$ cat src/rtl/rf_wb_arbiter_pkg.sv
// Shared types and constants for the register-file writeback arbiter.
// Imported by rf_wb_arbiter and wb_starve_ctr.
package rf_wb_arbiter_pkg;

    localparam int unsigned REG_COUNT    = 8;
    localparam int unsigned REG_ADDR_W   = 3;
    localparam int unsigned REG_DATA_W   = 16;
    localparam int unsigned STARVE_CNT_W = 4;

    localparam logic WB_SRC_EXE = 1'b0;
    localparam logic WB_SRC_LD  = 1'b1;

    typedef logic [REG_ADDR_W-1:0]   reg_addr_t;
    typedef logic [REG_DATA_W-1:0]   reg_data_t;
    typedef logic [STARVE_CNT_W-1:0] starve_cnt_t;

    typedef struct packed {
        logic      wr;
        reg_addr_t addr;
        reg_data_t data;
    } wb_req_t;

    function automatic logic [REG_COUNT-1:0] addr_onehot(input reg_addr_t a);
        logic [REG_COUNT-1:0] oh;
        oh    = '0;
        oh[a] = 1'b1;
        return oh;
    endfunction

endpackage

$ cat src/rtl/wb_starve_ctr.sv
// Starvation counter for a two-requester shared port where ld is preferred.
// force_exe rises once exe has lost LIMIT consecutive conflicts.
module wb_starve_ctr
    import rf_wb_arbiter_pkg::*;
#(
    parameter int unsigned LIMIT = 3
) (
    input  logic        clk,
    input  logic        rstn,
    input  logic        both_req,
    input  logic        ld_win,
    input  logic        exe_req,
    output logic        force_exe,
    output starve_cnt_t count
);

    localparam starve_cnt_t LIMIT_C = STARVE_CNT_W'(LIMIT);

    starve_cnt_t cnt_q;
    starve_cnt_t cnt_d;

    // exe is granted whenever it requests and ld does not win
    always_comb begin
        cnt_d = cnt_q;
        if (!exe_req || !ld_win) begin
            cnt_d = '0;
        end else if (both_req && (cnt_q < LIMIT_C)) begin
            cnt_d = cnt_q + starve_cnt_t'(1);
        end
    end

    always_ff @(posedge clk) begin
        if (!rstn) begin
            cnt_q <= '0;
        end else begin
            cnt_q <= cnt_d;
        end
    end

    assign force_exe = (cnt_q == LIMIT_C);
    assign count     = cnt_q;

endmodule

$ cat src/rtl/rf_wb_arbiter.sv
// Arbitrates the register file write port between exe and ld writeback.
// Optional RF_WB_R0_DROP_EN: granted writes to r0 are acked but never issued.
module rf_wb_arbiter
    import rf_wb_arbiter_pkg::*;
#(
    parameter int unsigned STARVE_LIMIT = 3
) (
    input  logic                  clk,
    input  logic                  rstn,
    input  logic                  exe_req,
    input  logic [REG_ADDR_W-1:0] exe_addr,
    input  logic [REG_DATA_W-1:0] exe_data,
    output logic                  exe_gnt,
    input  logic                  ld_req,
    input  logic [REG_ADDR_W-1:0] ld_addr,
    input  logic [REG_DATA_W-1:0] ld_data,
    output logic                  ld_gnt,
    output logic                  rf_wr,
    output logic [REG_ADDR_W-1:0] rf_waddr,
    output logic [REG_DATA_W-1:0] rf_wdata,
    output logic [REG_COUNT-1:0]  pend
);

    logic        both_req;
    logic        force_exe;
    starve_cnt_t starve_cnt;
    logic        win_src;
    logic        any_gnt;
    logic        drop;
    wb_req_t     wb_q;
    wb_req_t     wb_d;

    assign both_req = exe_req & ld_req;

    wb_starve_ctr #(
        .LIMIT(STARVE_LIMIT)
    ) u_starve (
        .clk      (clk),
        .rstn     (rstn),
        .both_req (both_req),
        .ld_win   (ld_gnt),
        .exe_req  (exe_req),
        .force_exe(force_exe),
        .count    (starve_cnt)
    );

    assign ld_gnt  = rstn & ld_req & ~(exe_req & force_exe);
    assign exe_gnt = rstn & exe_req & ~(ld_req & ~force_exe);
    assign any_gnt = exe_gnt | ld_gnt;
    assign win_src = exe_gnt ? WB_SRC_EXE : WB_SRC_LD;

    always_comb begin
        wb_d    = wb_q;
        wb_d.wr = 1'b0;
        drop    = 1'b0;
        unique case (1'b1)
            any_gnt && (win_src == WB_SRC_EXE): begin
                wb_d.addr = exe_addr;
                wb_d.data = exe_data;
            end
            any_gnt && (win_src == WB_SRC_LD): begin
                wb_d.addr = ld_addr;
                wb_d.data = ld_data;
            end
            default: ;
        endcase
`ifdef RF_WB_R0_DROP_EN
        drop = any_gnt && (wb_d.addr == '0);
`endif
        // a dropped r0 write leaves the output address/data untouched
        if (drop) begin
            wb_d = wb_q;
            wb_d.wr = 1'b0;
        end else begin
            wb_d.wr = any_gnt;
        end
    end

    always_ff @(posedge clk) begin
        if (!rstn) begin
            wb_q <= '0;
        end else begin
            wb_q <= wb_d;
        end
    end

    assign rf_wr    = wb_q.wr;
    assign rf_waddr = wb_q.addr;
    assign rf_wdata = wb_q.data;
    assign pend     = wb_q.wr ? addr_onehot(wb_q.addr) : '0;

    logic unused_cnt;
    assign unused_cnt = ^starve_cnt;

endmodule

$ cat config.mk
export PLATFORM = sky130hd
export DESIGN_NAME = rf_wb_arbiter
export DESIGN_NICKNAME = d
export VERILOG_FILES = /design/src/rtl/rf_wb_arbiter_pkg.sv /design/src/rtl/wb_starve_ctr.sv /design/src/rtl/rf_wb_arbiter.sv
export SDC_FILE = /design/constraint.sdc
export NUM_CORES = 1
export LEC_CHECK = 0
export ABC_AREA = 0
export CAP_MARGIN = 20
export CORE_MARGIN = 1
export CORE_UTILIZATION = 36
export DETAILED_ROUTE_END_ITERATION = 8
export HOLD_SLACK_MARGIN = 0.1
export PLACE_DENSITY = 0.82
export SYNTH_ARGS = -nofsm -noshare
export SYNTH_HDL_FRONTEND = slang
export SYNTH_SLANG_ARGS = --single-unit
$ cat constraint.sdc
create_clock -name clk -period 1.75 [get_ports clk]
set_input_delay 0.2625 -clock clk [delete_from_list [all_inputs] [get_ports clk]]
set_output_delay 0.2625 -clock clk [all_outputs]
set_load 0.05 [all_outputs]
# --- Word level (Yosys, flattened, before mapping) ---
# Cells that the tools add are included.
totals:
  ff_bits: 24
  in_bits: 42
  output_inout_bits: 30
classes:
  add_sub_neg: 1
  order_cmp: 3
  n_eq_ne: 1
  mux: 5
  n_bitwise: 12
  n_reduce_logical: 9
op_table:
  columns: ["cell", "count"]
  rows:
  - ["case mux 19 bit (2 select lines)", 1]
  - ["2-to-1 mux 8 bit", 1]
  - ["bitwise AND 1 bit", 7]
  - ["adder 4 x 1 -> 4 bit (second input constant)", 1]
  - ["equality test 4 x 2 -> 1 bit (second input constant)", 1]
  - ["logical AND 1 bit", 4]
  - ["less-than comparator 3 x 4 -> 1 bit (second input constant)", 1]
  - ["less-than comparator 4 x 2 -> 1 bit (second input constant)", 1]
  - ["inverter 1 bit", 4]
  - ["demux 1 bit (select 3 bit)", 1]
  - [">= comparator 3 x 1 -> 1 bit (second input constant)", 1]
  - ["zero test 1 bit", 2]
  - ["2-to-1 mux 1 bit", 2]
  - ["nonzero test 2 bit", 1]
  - ["OR reduction 2 bit", 1]
  - ["logical OR 1 bit", 1]
  - ["bitwise OR 1 bit", 1]

# --- Depth between registers and ports, before layout ---
# Gate-level depths: netlist of run 1.
logic_depth:
  ltp_word: 8
  mapped_depth: 6

# --- Modules after synthesis ---
# Synthesis of run 1 repeated with hierarchy kept, for this count alone.
unflattened:
  cells_unflattened: 154
  area_unflattened_um2: 1303.8
by_module_without_submodules:
  columns: ["mod", "instances", "cells_each", "area_per_inst_um2", "seq_area_each_um2"]
  rows:
  - ["rf_wb_arbiter", 1, 139, 1113.6, 400.4]
  - ["wb_starve_ctr", 1, 15, 190.2, 80.1]

# --- Worst setup path before layout of run 1 ---
# Ideal clock, no wire load.
synth_timing:
  kind: "reg2out"
  start: "register wb_q (netlist bit rf_waddr[1])"
  end: "output pend[2]"
  arrival_ps: 1901
  t_required_ps: 1487
  path_slack_ps: -414
  stages_incl_launch_ff: 3
  cell_sequence: "dfxtp_1 -> nand2_1 -> nor3_1"
synth_between:
  elab_chain_len: 5
synth_lines:
  columns: ["item", "line", "text"]
  rows:
  - ["start: declaration", "rf_wb_arbiter.sv:30", "wb_req_t wb_q;"]
  - ["start signal: assignment", "rf_wb_arbiter.sv:83", "wb_q <= wb_d;"]
  - ["less-than comparator 3 x 4 -> 1 bit (implied by the code) / >= comparator 3 x 1 -> 1 bit (equally long branches)", "rf_wb_arbiter_pkg.sv:26", "oh[a] = 1'b1;"]
  - ["logical AND 1 bit (implied by the code)", "rf_wb_arbiter_pkg.sv:26", null]
  - ["2-to-1 mux 1 bit (implied by the code)", "rf_wb_arbiter_pkg.sv:26", null]
  - ["demux 1 bit (select 3 bit) *", "rf_wb_arbiter_pkg.sv:26", null]
  - ["2-to-1 mux 8 bit *", "rf_wb_arbiter.sv:90", "assign pend = wb_q.wr ? addr_onehot(wb_q.addr) : '0;"]
  - ["end: declaration", "rf_wb_arbiter.sv:21", "output logic [REG_COUNT-1:0] pend"]
# Mark *: on every way between the ends. The rest lies on a longest branch, timed or not.

# --- Final worst setup path of run 1 ---
layout_timing:
  start: "register u_starve.cnt_q[1] (netlist: u_starve.count[1])"
  end: "output exe_gnt"
layout_between:
  elab_chain_len: 5
layout_lines:
  columns: ["item", "line", "text"]
  rows:
  - ["start: declaration", "wb_starve_ctr.sv:19", "starve_cnt_t cnt_q;"]
  - ["start signal: assignment", "wb_starve_ctr.sv:36", "cnt_q <= cnt_d;"]
  - ["equality test 4 x 2 -> 1 bit", "wb_starve_ctr.sv:40", "assign force_exe = (cnt_q == LIMIT_C);"]
  - ["inverter 1 bit", "rf_wb_arbiter.sv:48", "assign exe_gnt = rstn & exe_req & ~(ld_req & ~force_exe);"]
  - ["bitwise AND 1 bit", "rf_wb_arbiter.sv:48", null]
  - ["inverter 1 bit", "rf_wb_arbiter.sv:48", null]
  - ["bitwise AND 1 bit", "rf_wb_arbiter.sv:48", null]
  - ["end: declaration", "rf_wb_arbiter.sv:13", "output logic exe_gnt,"]
# No other way between the ends.

==> metrics.csv, run 1 <==
metric;value;unit
ant_nets;0;
clock_sinks;24;
ir_worst_vdd;0.6015;mV
p_int;1050;uW
rows;20;
die_h;58.36;microns
grt_max_degree;20;
p_switching;510.7;uW
setup-violations-final;1;
crit_path_end_kind;output port;
placed_area;2052;sq um
fill_cells;256;
synth_xor_area_frac;0;
required;1.49;ns
core;3028;sq um
final.setup_skew;0.01362;ns
synth_edf_count;0;
path_clk_slew;0.13;ns
slowest_delay;0.39;ns
start_kind;register;
synth_flop_cell;dfxtp_1;
r2r_slack;0.41;ns
synth_common_cells;dfxtp_1 (24), nor2_1 (19), nand3_1 (18);
powerDensity;727.7;nW/um^2
gp_congestion;0.7639;
grt_pass1_wl;5678;microns
grtUsageTotal;0.2162;
diodes;0;
netlist_instances;148;
grt_overflow_total;0;
synth_top_family_by_area;simple AND/OR/NAND/NOR gates;
htreeDepth;1;
met2WireLength;1731;microns
cts_buffer_depth;2;
seq_power_share;0.396;
wl_met3;193;microns
hpwl;2608;microns
synth-adder-area-share;0.01094;
synth_nets;191;
vias_per_cell;5.011;
synth-compound-area-share;0.1926;
min_period_over_period;1.014;
ys_ff_latch;24;
die_area;3406;sq um
final_area;2145;sq um
seq_area_frac_synth;0.4201;
tightest_slew;0.5116;ns
insertion_delay;0.32;ns
status;finished, violations left;
topRoutingLayerUsed;met4;
die_w;58.36;microns
critPathMaxFanout;2;
rsz0062_at_grt;true;
start_util;0.3777;
synthToLayoutAreaGrowth;87.53;%
cts_made_buffers;3;
max_cap_violations;0;
synth-async-reset-ratio;0;
violations;negative setup slack;
synth_warnings;0;
wl_met1;1572;microns
maxSlewHeadroom;0.6584;
routedWlPerCell;13.04;microns
drc;0;
rr_worst_depth;7;
holdCritPathClass;register to register;
holdPathStages;2;
timing.fmax;0.5635;GHz
clkPwrFrac;0.262;
routed_wl;3521;microns
vias;1353;
worst_slack;-0.02468;ns
netlist_top_cells_area;dfxtp_1 (42%), nand3_1 (7.9%), a211oi_1 (6.6%);
drive_gt1_frac;0.1991;
finalMaxSlewViolations;0;
hold_buffers;0;
cts_root_buf;clkbuf_4;
critPathKind;register to output port;
final_util;0.7083;
syn_area;1144;sq um
p_sw_frac;0.3273;
ios;72;
p_comb_frac;0.342;
yosysUniqueCellTypes;26;
yosys.area_share.simple;0.3228;
layout.nets;270;
cpMaxStageDelayCell;or3b_4;
cts_tree;yes;
firstDrtPassIters;4;
synth_top_area_share;0.4201;
critical_path.cell_chain;ha_4 -> or3b_4 -> a21oi_4 -> buf_12;
antenna_found_initial;0;
hold_viol_final;0;
dr.first_iter.drc_count;39;
grt_pass1_vias;1302;
p_leak;0.0008803;uW
finalPower;1561;uW
yosysTopAreaCell;dfxtp_1;
layout_min_cycle_time;1.775;ns
synth.mux.area_fraction;0;
yosysMostFrequentCell;dfxtp_1;
arrival;1.51;ns
synth_area_per_cell;7.727;sq um
portBuffers;71;
## state kept, by name, summed over array words and instances (netlist names)
register,flops
rf_wdata,16
rf_waddr,3
u_starve.count,4
rf_wr,1
## area by class of cell
class | instances | area, sq um | share of cell area
repair buffers | 84 | 900.9 | 0.4201
multi-input cells | 110 | 638.1 | 0.2975
flip-flops and latches | 24 | 483.0 | 0.2252
well taps | 44 | 55.05 | 0.02567
clock inverters | 1 | 30.03 | 0.01400
clock buffers | 3 | 22.52 | 0.01050
inverters | 4 | 15.01 | 0.007001
## final timing paths
path                                     endpoint               from
worst min register to register  u_starve.count[2]  u_starve.count[2]
worst max-delay path                      exe_gnt  u_starve.count[1]
worst min-delay path            u_starve.count[2]  u_starve.count[2]
worst max register to register        rf_wdata[4]  u_starve.count[1]
## stage by stage
| step | TNS [ns] | std cells | setup WS [ns] | hold slack (ns) |
|---|---|---|---|---|
| after CTS | -0.03357 | 270 | -0.03357 | 0.4838 |
| final | -0.02468 | 270 | -0.02468 | 0.4855 |
| after detailed placement | 0 | 264 | 0.04943 | 0.4612 |
| after global routing | -0.08813 | 270 | -0.08813 | 0.4955 |
| after global placement | 0 | 264 | 0.08641 | 0.4543 |
| after floorplan | -0.2505 | 148 | -0.04853 | 0.4225 |
## cell families (layout without fill, tap and decap cells)
| family | count (synthesis) | after routing |
|---|---|---|
| adder cells (fa/ha/maj) | 1 | 1 |
| buffers and inverters | 14 | 92 |
| flip-flops | 24 | 24 |
| AND/OR/NAND/NOR | 75 | 75 |
| AO/OA/AOI/OAI | 34 | 34 |
## critical path: cells and delay by family (launching register included)
family                   cells  cell delay [ns]
AO/OA/AOI/OAI                1             0.15
adder cells (fa/ha/maj)      1             0.13
buffers and inverters        1             0.15
flip-flops                   1             0.38
AND/OR/NAND/NOR              1             0.39
## cell usage in the layout (no fill, tap or decap), drive strengths merged, types with 2 or more instances in the layout
master / synthesis / routed
clkbuf: 4 / 3
nor3: 12 / 12
clkdlybuf4s50: 0 / 41
a211oi: 10 / 10
a21oi: 2 / 2
dfxtp: 24 / 24
dlygate4sd2: 0 / 8
or3b: 2 / 2
nand2: 14 / 14
inv: 4 / 4
nor2: 19 / 19
buf: 6 / 31
o21ai: 12 / 12
dlymetal6s2s: 0 / 4
nand2b: 4 / 4
nand3: 18 / 18
o211ai: 9 / 9
## power groups by stage
stage          clock network, uW  logic (uW)  registers, uW
2_1_floorplan                  0         139            776
3_3_place_gp                   0         537            630
3_5_place_dp                   0         542            631
4_1_cts                      416         536            619
5_1_grt                      440         563            624
6_report                     408         534            618
## what timing repair did
item,CTS,global route
setup buffers,2,0
resized for setup,14,4
pin swaps,2,0
endpoints found under the setup margin,9,5
gates cloned,0,0
hold endpoints to repair,0,0
## layer usage
layer	up-vias	track usage
li1	687	-
met1	613	0.2671
met2	49	0.3810
met3	4	0.04835
met4	0	0.05442
met5	-	0
No activity file was read; power rests on OpenSTA's default activity.
==> run 2: changes to the inputs <==
CORE_UTILIZATION = 38   (was 36)
SYNTH_HIERARCHICAL = 1   (was default)
==> metrics.csv, run 2 <==
metric;value;unit;change
required;1.49;ns;about the same
routed_wl;4339;microns;was 3521 microns
holdPathStages;2;;unchanged
worstHoldStart;rf_wdata[14];;was u_starve.count[2]
synth-async-reset-ratio;0;;unchanged
die_h;60.58;microns;was 58.36 microns
finalPower;1372;uW;was 1561 uW
diodes;0;;unchanged
htreeDepth;1;;unchanged
antenna_found_initial;0;;unchanged
final_util;0.7401;;was 0.7083
drc;0;;unchanged
ios;72;;unchanged
fill_cells;231;;was 256
finalMaxSlewViolations;0;;unchanged
met2WireLength;2197;microns;was 1731 microns
holdCritPathClass;register to register;;unchanged
portBuffers;71;;unchanged
seq_area_frac_synth;0.3685;;was 0.4201
layout.nets;271;;was 270
dr.first_iter.drc_count;55;;was 39
grt_pass1_wl;6768;microns;was 5678 microns
tightest_slew;0.5170;ns;was 0.5116 ns
ys_ff_latch;24;;unchanged
violations;negative setup slack;;unchanged
mostFrequentLayoutCells;clkdlybuf4s50_1 (41), o2111ai_1 (38), nand2_1 (23), dfxtp_1 (22), buf_4 (21);;was clkdlybuf4s50_1 (41), dfxtp_1 (22), buf_4 (20), nor2_1 (19), nand3_1 (18)
arrival;1.51;ns;about the same
yosysTopAreaCell;dfxtp_1;;unchanged
die_w;60.58;microns;was 58.36 microns
cpMaxStageDelayCell;dfxtp_2;;was or3b_4
rows;20;;unchanged
synth_flop_cell;dfxtp_1;;unchanged
max_cap_violations;0;;unchanged
yosysMostFrequentCell;o2111ai_1;;was dfxtp_1
rr_worst_depth;7;;unchanged
synth_warnings;6;;was 0
hpwl;2964;microns;was 2608 microns
drive_gt1_frac;0.2247;;was 0.1991
wl_met1;1730;microns;was 1572 microns
synth_nets;197;;was 191
hold_viol_final;0;;unchanged
netlist_instances;154;;was 148
cts_made_buffers;3;;unchanged
yosysUniqueCellTypes;24;;was 26
setup_tns;-0.02397;ns;was -0.02468 ns
ir_worst_vdd;0.3914;mV;was 0.6015 mV
rsz0062_at_grt;true;;unchanged
synth_edf_count;0;;unchanged
cts_root_buf;clkbuf_4;;unchanged
path_clk_slew;0.14;ns;was 0.13 ns
crit_path_end_kind;output port;;unchanged
synth_common_cells;o2111ai_1 (38), dfxtp_1 (24), nand2_1 (23);;was dfxtp_1 (24), nor2_1 (19), nand3_1 (18)
start_util;0.4135;;was 0.3777
grtUsageTotal;0.2461;;was 0.2162
worst_hold_path.endpoint;rf_wdata[14];;was u_starve.count[2]
critPathKind;register to output port;;unchanged
critPathMaxFanout;3;;was 2
routedWlPerCell;16.01;microns;was 13.04 microns
vias;1576;;was 1353
core;3153;sq um;was 3028 sq um
topRoutingLayerUsed;met4;;unchanged
largest_reg_flops;16;;unchanged
start_kind;register;;unchanged
slowest_delay;0.38;ns;was 0.39 ns
die_area;3669;sq um;was 3406 sq um
timing.hold.ws;0.4642;ns;was 0.4855 ns
placed_area;2201;sq um;was 2052 sq um
critical_path.cell_chain;ha_4 -> nor3b_4 -> inv_2 -> a21oi_4 -> buf_12;;was ha_4 -> or3b_4 -> a21oi_4 -> buf_12
timing.fmax;0.5637;GHz;was 0.5635 GHz
cts_tree;yes;;unchanged
clock_sinks;24;;unchanged
cts_buffer_depth;2;;unchanged
wl_met3;266;microns;was 193 microns
synthToLayoutAreaGrowth;78.98;%;was 87.53%
min_period_over_period;1.014;;about the same
status;finished, violations left;;unchanged
r2r_slack;0.09;ns;was 0.41 ns
powerDensity;588.0;nW/um^2;was 727.7 nW/um^2
final.setup_skew;0.006104;ns;was 0.01362 ns
final_common_cell;clkdlybuf4s50_1;;unchanged
layout_min_cycle_time;1.774;ns;was 1.775 ns
insertion_delay;0.32;ns;about the same
worst_slack;-0.02397;ns;was -0.02468 ns
final_area;2333;sq um;was 2145 sq um
p_leak;0.001057;uW;was 0.0008803 uW
vias_per_cell;5.815;;was 5.011
r2r_end;rf_wdata[14];;was rf_wdata[4]
hold_buffers;0;;unchanged
gp_congestion;0.7456;;was 0.7639
netlist_top_cells_area;dfxtp_1 (37%), o2111ai_1 (26%), nand3_1 (7.3%);;was dfxtp_1 (42%), nand3_1 (7.9%), a211oi_1 (6.6%)
grt_pass1_vias;1463;;was 1302
r2r_start;u_starve/count[1];;was u_starve.count[1]
ant_nets;0;;unchanged
grt_overflow_total;0;;unchanged
setup-violations-final;1;;unchanged
syn_area;1304;sq um;was 1144 sq um
firstDrtPassIters;4;;unchanged
grt_max_degree;31;;was 20
synth_area_per_cell;8.466;sq um;was 7.727 sq um
maxSlewHeadroom;0.6548;;was 0.6584
synth_top_area_share;0.3685;;was 0.4201
run 2: changes by cell type after synthesis, moves of 10 or more:
cell	change
a211oi_1	-10
clkbuf_1	+11
nor2_1	-12
nor3_1	-10
o2111ai_1	+38
o21ai_0	-12
run 2: per-stage QoR:
stage / setup WS (ns) / instances
global route: -0.09361 / 271
detailed placement: 0.01222 / 261
finish: -0.02397 / 271
global placement: 0.1336 / 261
CTS: -0.006808 / 269
floorplan: -0.05714 / 154
run 2: layer usage:
metal / vias to the layer above / track usage
met4: 0 / 0.1364
met1: 724 / 0.2962
met2: 86 / 0.4223
met5: - / 0
met3: 16 / 0.03412
li1: 750 / -
run 2: cell type report:
| cell class | instances | area, sq um | share of cell area |
|---|---|---|---|
| sequential | 24 | 483.0 | 0.2070 |
| inverter | 3 | 11.26 | 0.004826 |
| clock buffer | 4 | 36.28 | 0.01555 |
| multi-input combinational | 107 | 772.0 | 0.3308 |
| timing repair buffer | 89 | 975.9 | 0.4182 |
| tap | 44 | 55.05 | 0.02359 |
run 2: what timing repair did:
| item | 4_1_cts | 5_1_grt |
|---|---|---|
| endpoints found under the hold margin | 0 | 0 |
| setup endpoints to repair | 5 | 20 |
| pin swaps | 3 | 1 |
| setup buffers | 4 | 2 |
| gates resized for setup | 10 | 12 |
run 2: logic make-up (layout without fill, tap and decap cells):
kind of cell | count (synthesis) | in the layout | synth area share
simple gates | 63 | 63 | 0.2553
buf+inv | 23 | 96 | 0.08253
compound gates | 41 | 41 | 0.2687
mux | 2 | 2 | 0.01536
fa+ha+maj | 1 | 1 | 0.009595
flops | 24 | 24 | 0.3685
run 2: worst max path at each step:
stage	startpoint	to	cells after the start
after CTS	u_starve/count[1]	exe_gnt	5
after global routing	u_starve/count[1]	exe_gnt	5
final	u_starve/count[1]	exe_gnt	5
after detailed placement	exe_req	u_starve/count[0]	6
after floorplan	rf_waddr[0]	pend[7]	2
after global placement	exe_req	exe_gnt	5
run 2: critical path: cells and delay by family (launching register included):
family	cells	cell delay (ns)
flip-flops	1	0.38
AND/OR/NAND/NOR	1	0.25
buffers and inverters	2	0.25
AO/OA/AOI/OAI	1	0.17
adder cells (fa/ha/maj)	1	0.14
run 2: power by group:
group / internal, uW / switching, uW / total [uW] / leakage [uW]
Combinational: 206 / 266 / 472 / 0.000836
Clock: 127 / 170 / 297 / 0.0000210
Sequential: 580 / 22.6 / 603 / 0.000199
Total: 914 / 458 / 1370 / 0.00106
==> run 3: changes to the inputs <==
CORE_ASPECT_RATIO = 0.8   (was default)
SKIP_CTS_REPAIR_TIMING = 1   (was default)
==> metrics.csv, run 3 (synthesized netlist as in run 2, its figures left out) <==
metric;value;unit;change
status;finished, violations left;;unchanged
violations;negative setup slack;;unchanged
slowest_delay;0.36;ns;was 0.38 ns
vias_per_cell;5.772;;was 5.815
path_clk_slew;0.09;ns;was 0.14 ns
finalMaxSlewViolations;0;;unchanged
diodes;0;;unchanged
powerDensity;626.2;nW/um^2;was 588.0 nW/um^2
core;3176;sq um;was 3153 sq um
antenna_found_initial;0;;unchanged
die_area;3671;sq um;was 3669 sq um
cpMaxStageDelayCell;dfxtp_2;;unchanged
seqCellArea;483.0;sq um;unchanged
critPathMaxFanout;5;;was 3
drive_gt1_frac;0.2414;;was 0.2247
portBuffers;71;;unchanged
grt_max_degree;26;;was 31
final.setup_skew;0.002065;ns;was 0.006104 ns
largest_reg_flops;16;;unchanged
vias;1570;;was 1576
synthToLayoutAreaGrowth;80.33;%;was 78.98%
setup-violations-final;1;;unchanged
worst_slack;-0.004733;ns;was -0.02397 ns
insertion_delay;0.27;ns;was 0.32 ns
fill_cells;220;;was 231
grt_pass1_vias;1394;;was 1463
ios;72;;unchanged
grt_overflow_total;0;;unchanged
hpwl;3233;microns;was 2964 microns
multi_input_area;772.0;sq um;unchanged
start_util;0.4106;;was 0.4135
critical_path.cell_chain;ha_4 -> nor3b_4 -> buf_6 -> a21oi_4 -> buf_12;;was ha_4 -> nor3b_4 -> inv_2 -> a21oi_4 -> buf_12
rsz0062_at_grt;true;;unchanged
start_kind;register;;unchanged
critPathKind;register to output port;;unchanged
required;1.49;ns;about the same
die_h;54.39;microns;was 60.58 microns
timing.fmax;0.5699;GHz;was 0.5637 GHz
layout.nets;276;;was 271
pre_cts_slack;-0.01078;ns;was 0.01222 ns
routedWlPerCell;16.39;microns;was 16.01 microns
hold_viol_final;0;;unchanged
grt_pass1_wl;6375;microns;was 6768 microns
die_w;67.49;microns;was 60.58 microns
layout_min_cycle_time;1.755;ns;was 1.774 ns
gp_congestion;0.6994;;was 0.7456
crit_path_end_kind;output port;;unchanged
tightest_slew;0.5021;ns;was 0.5170 ns
cpLargestDelayFamily;flip-flops;;unchanged
p_leak;0.0009055;uW;was 0.001057 uW
dr.first_iter.drc_count;99;;was 55
min_period_over_period;1.003;;was 1.014
routed_wl;4458;microns;was 4339 microns
grtUsageTotal;0.2370;;was 0.2461
cts_root_buf;clkbuf_8;;was clkbuf_4
cts_tree;yes;;unchanged
htreeDepth;1;;unchanged
ir_worst_vdd;0.5292;mV;was 0.3914 mV
maxSlewHeadroom;0.6642;;was 0.6548
firstDrtPassIters;4;;unchanged
arrival;1.49;ns;was 1.51 ns
path_buf_inv;2;;unchanged
ant_nets;0;;unchanged
mostFrequentLayoutCells;clkdlybuf4s50_1 (55), o2111ai_1 (38), buf_4 (27), nand2_1 (23), dfxtp_1 (22);;was clkdlybuf4s50_1 (41), o2111ai_1 (38), nand2_1 (23), dfxtp_1 (22), buf_4 (21)
max_cap_violations;0;;unchanged
cts_buffer_depth;2;;unchanged
holdCritPathClass;register to register;;unchanged
clock_sinks;24;;unchanged
finalPower;1472;uW;was 1372 uW
drc;0;;unchanged
final_common_cell;clkdlybuf4s50_1;;unchanged
rows;18;;was 20
cts_made_buffers;3;;unchanged
## run 3: layout make-up
class	instances	area share
tap	40	0.02129
inverter	3	0.005854
sequential	24	0.2054
clock buffer	4	0.02342
timing repair buffer	94	0.4156
multi-input combinational	107	0.3284
## run 3: tightest hold or removal path: cells and delay by family (launching register included)
| kind | cells | cell delay [ns] |
|---|---|---|
| flops | 1 | 0.33 |
| simple gates | 2 | 0.10 |
## run 3: routing by layer
metal,routed length [microns],up-vias,track usage
met5,0,-,0
met2,2266,76,0.4224
met3,298,5,0.05625
li1,-,758,-
met1,1855,731,0.2802
met4,38,0,0.07801
## run 3: where the power goes
group	switching [uW]	internal (uW)	leakage (uW)	total, uW
combinational	267	212	0.000678	479
sequential	24.2	580	0.000199	604
clock	187	201	0.0000288	389
total	479	993	0.000906	1470
## run 3: path summary, 6_finish.rpt
check	start	endpoint	slack [ns]	depth (start not counted)
setup / recovery	u_starve/count[1]	ld_gnt	-0.005	5
setup reg to reg	u_starve/count[1]	rf_wdata[3]	0.13	7
hold / removal	rf_wdata[4]	rf_wdata[4]	0.46	2
hold reg to reg	rf_wdata[4]	rf_wdata[4]	0.46	2
## run 3: metrics by stage
stage / util / cells / hold slack, ns / area [sq um] / TNS, ns
2_1_floorplan: - / 154 / 0.4326 / 1336 / -0.2648
3_3_place_gp: 0.6970 / 261 / 0.4353 / 2213 / 0
3_5_place_dp: 0.6970 / 261 / 0.4406 / 2213 / -0.01536
4_1_cts: 0.7143 / 265 / 0.4609 / 2268 / -0.3092
5_1_grt: 0.7403 / 272 / 0.4788 / 2351 / -0.07706
6_report: 0.7403 / 272 / 0.4580 / 2351 / -0.004733
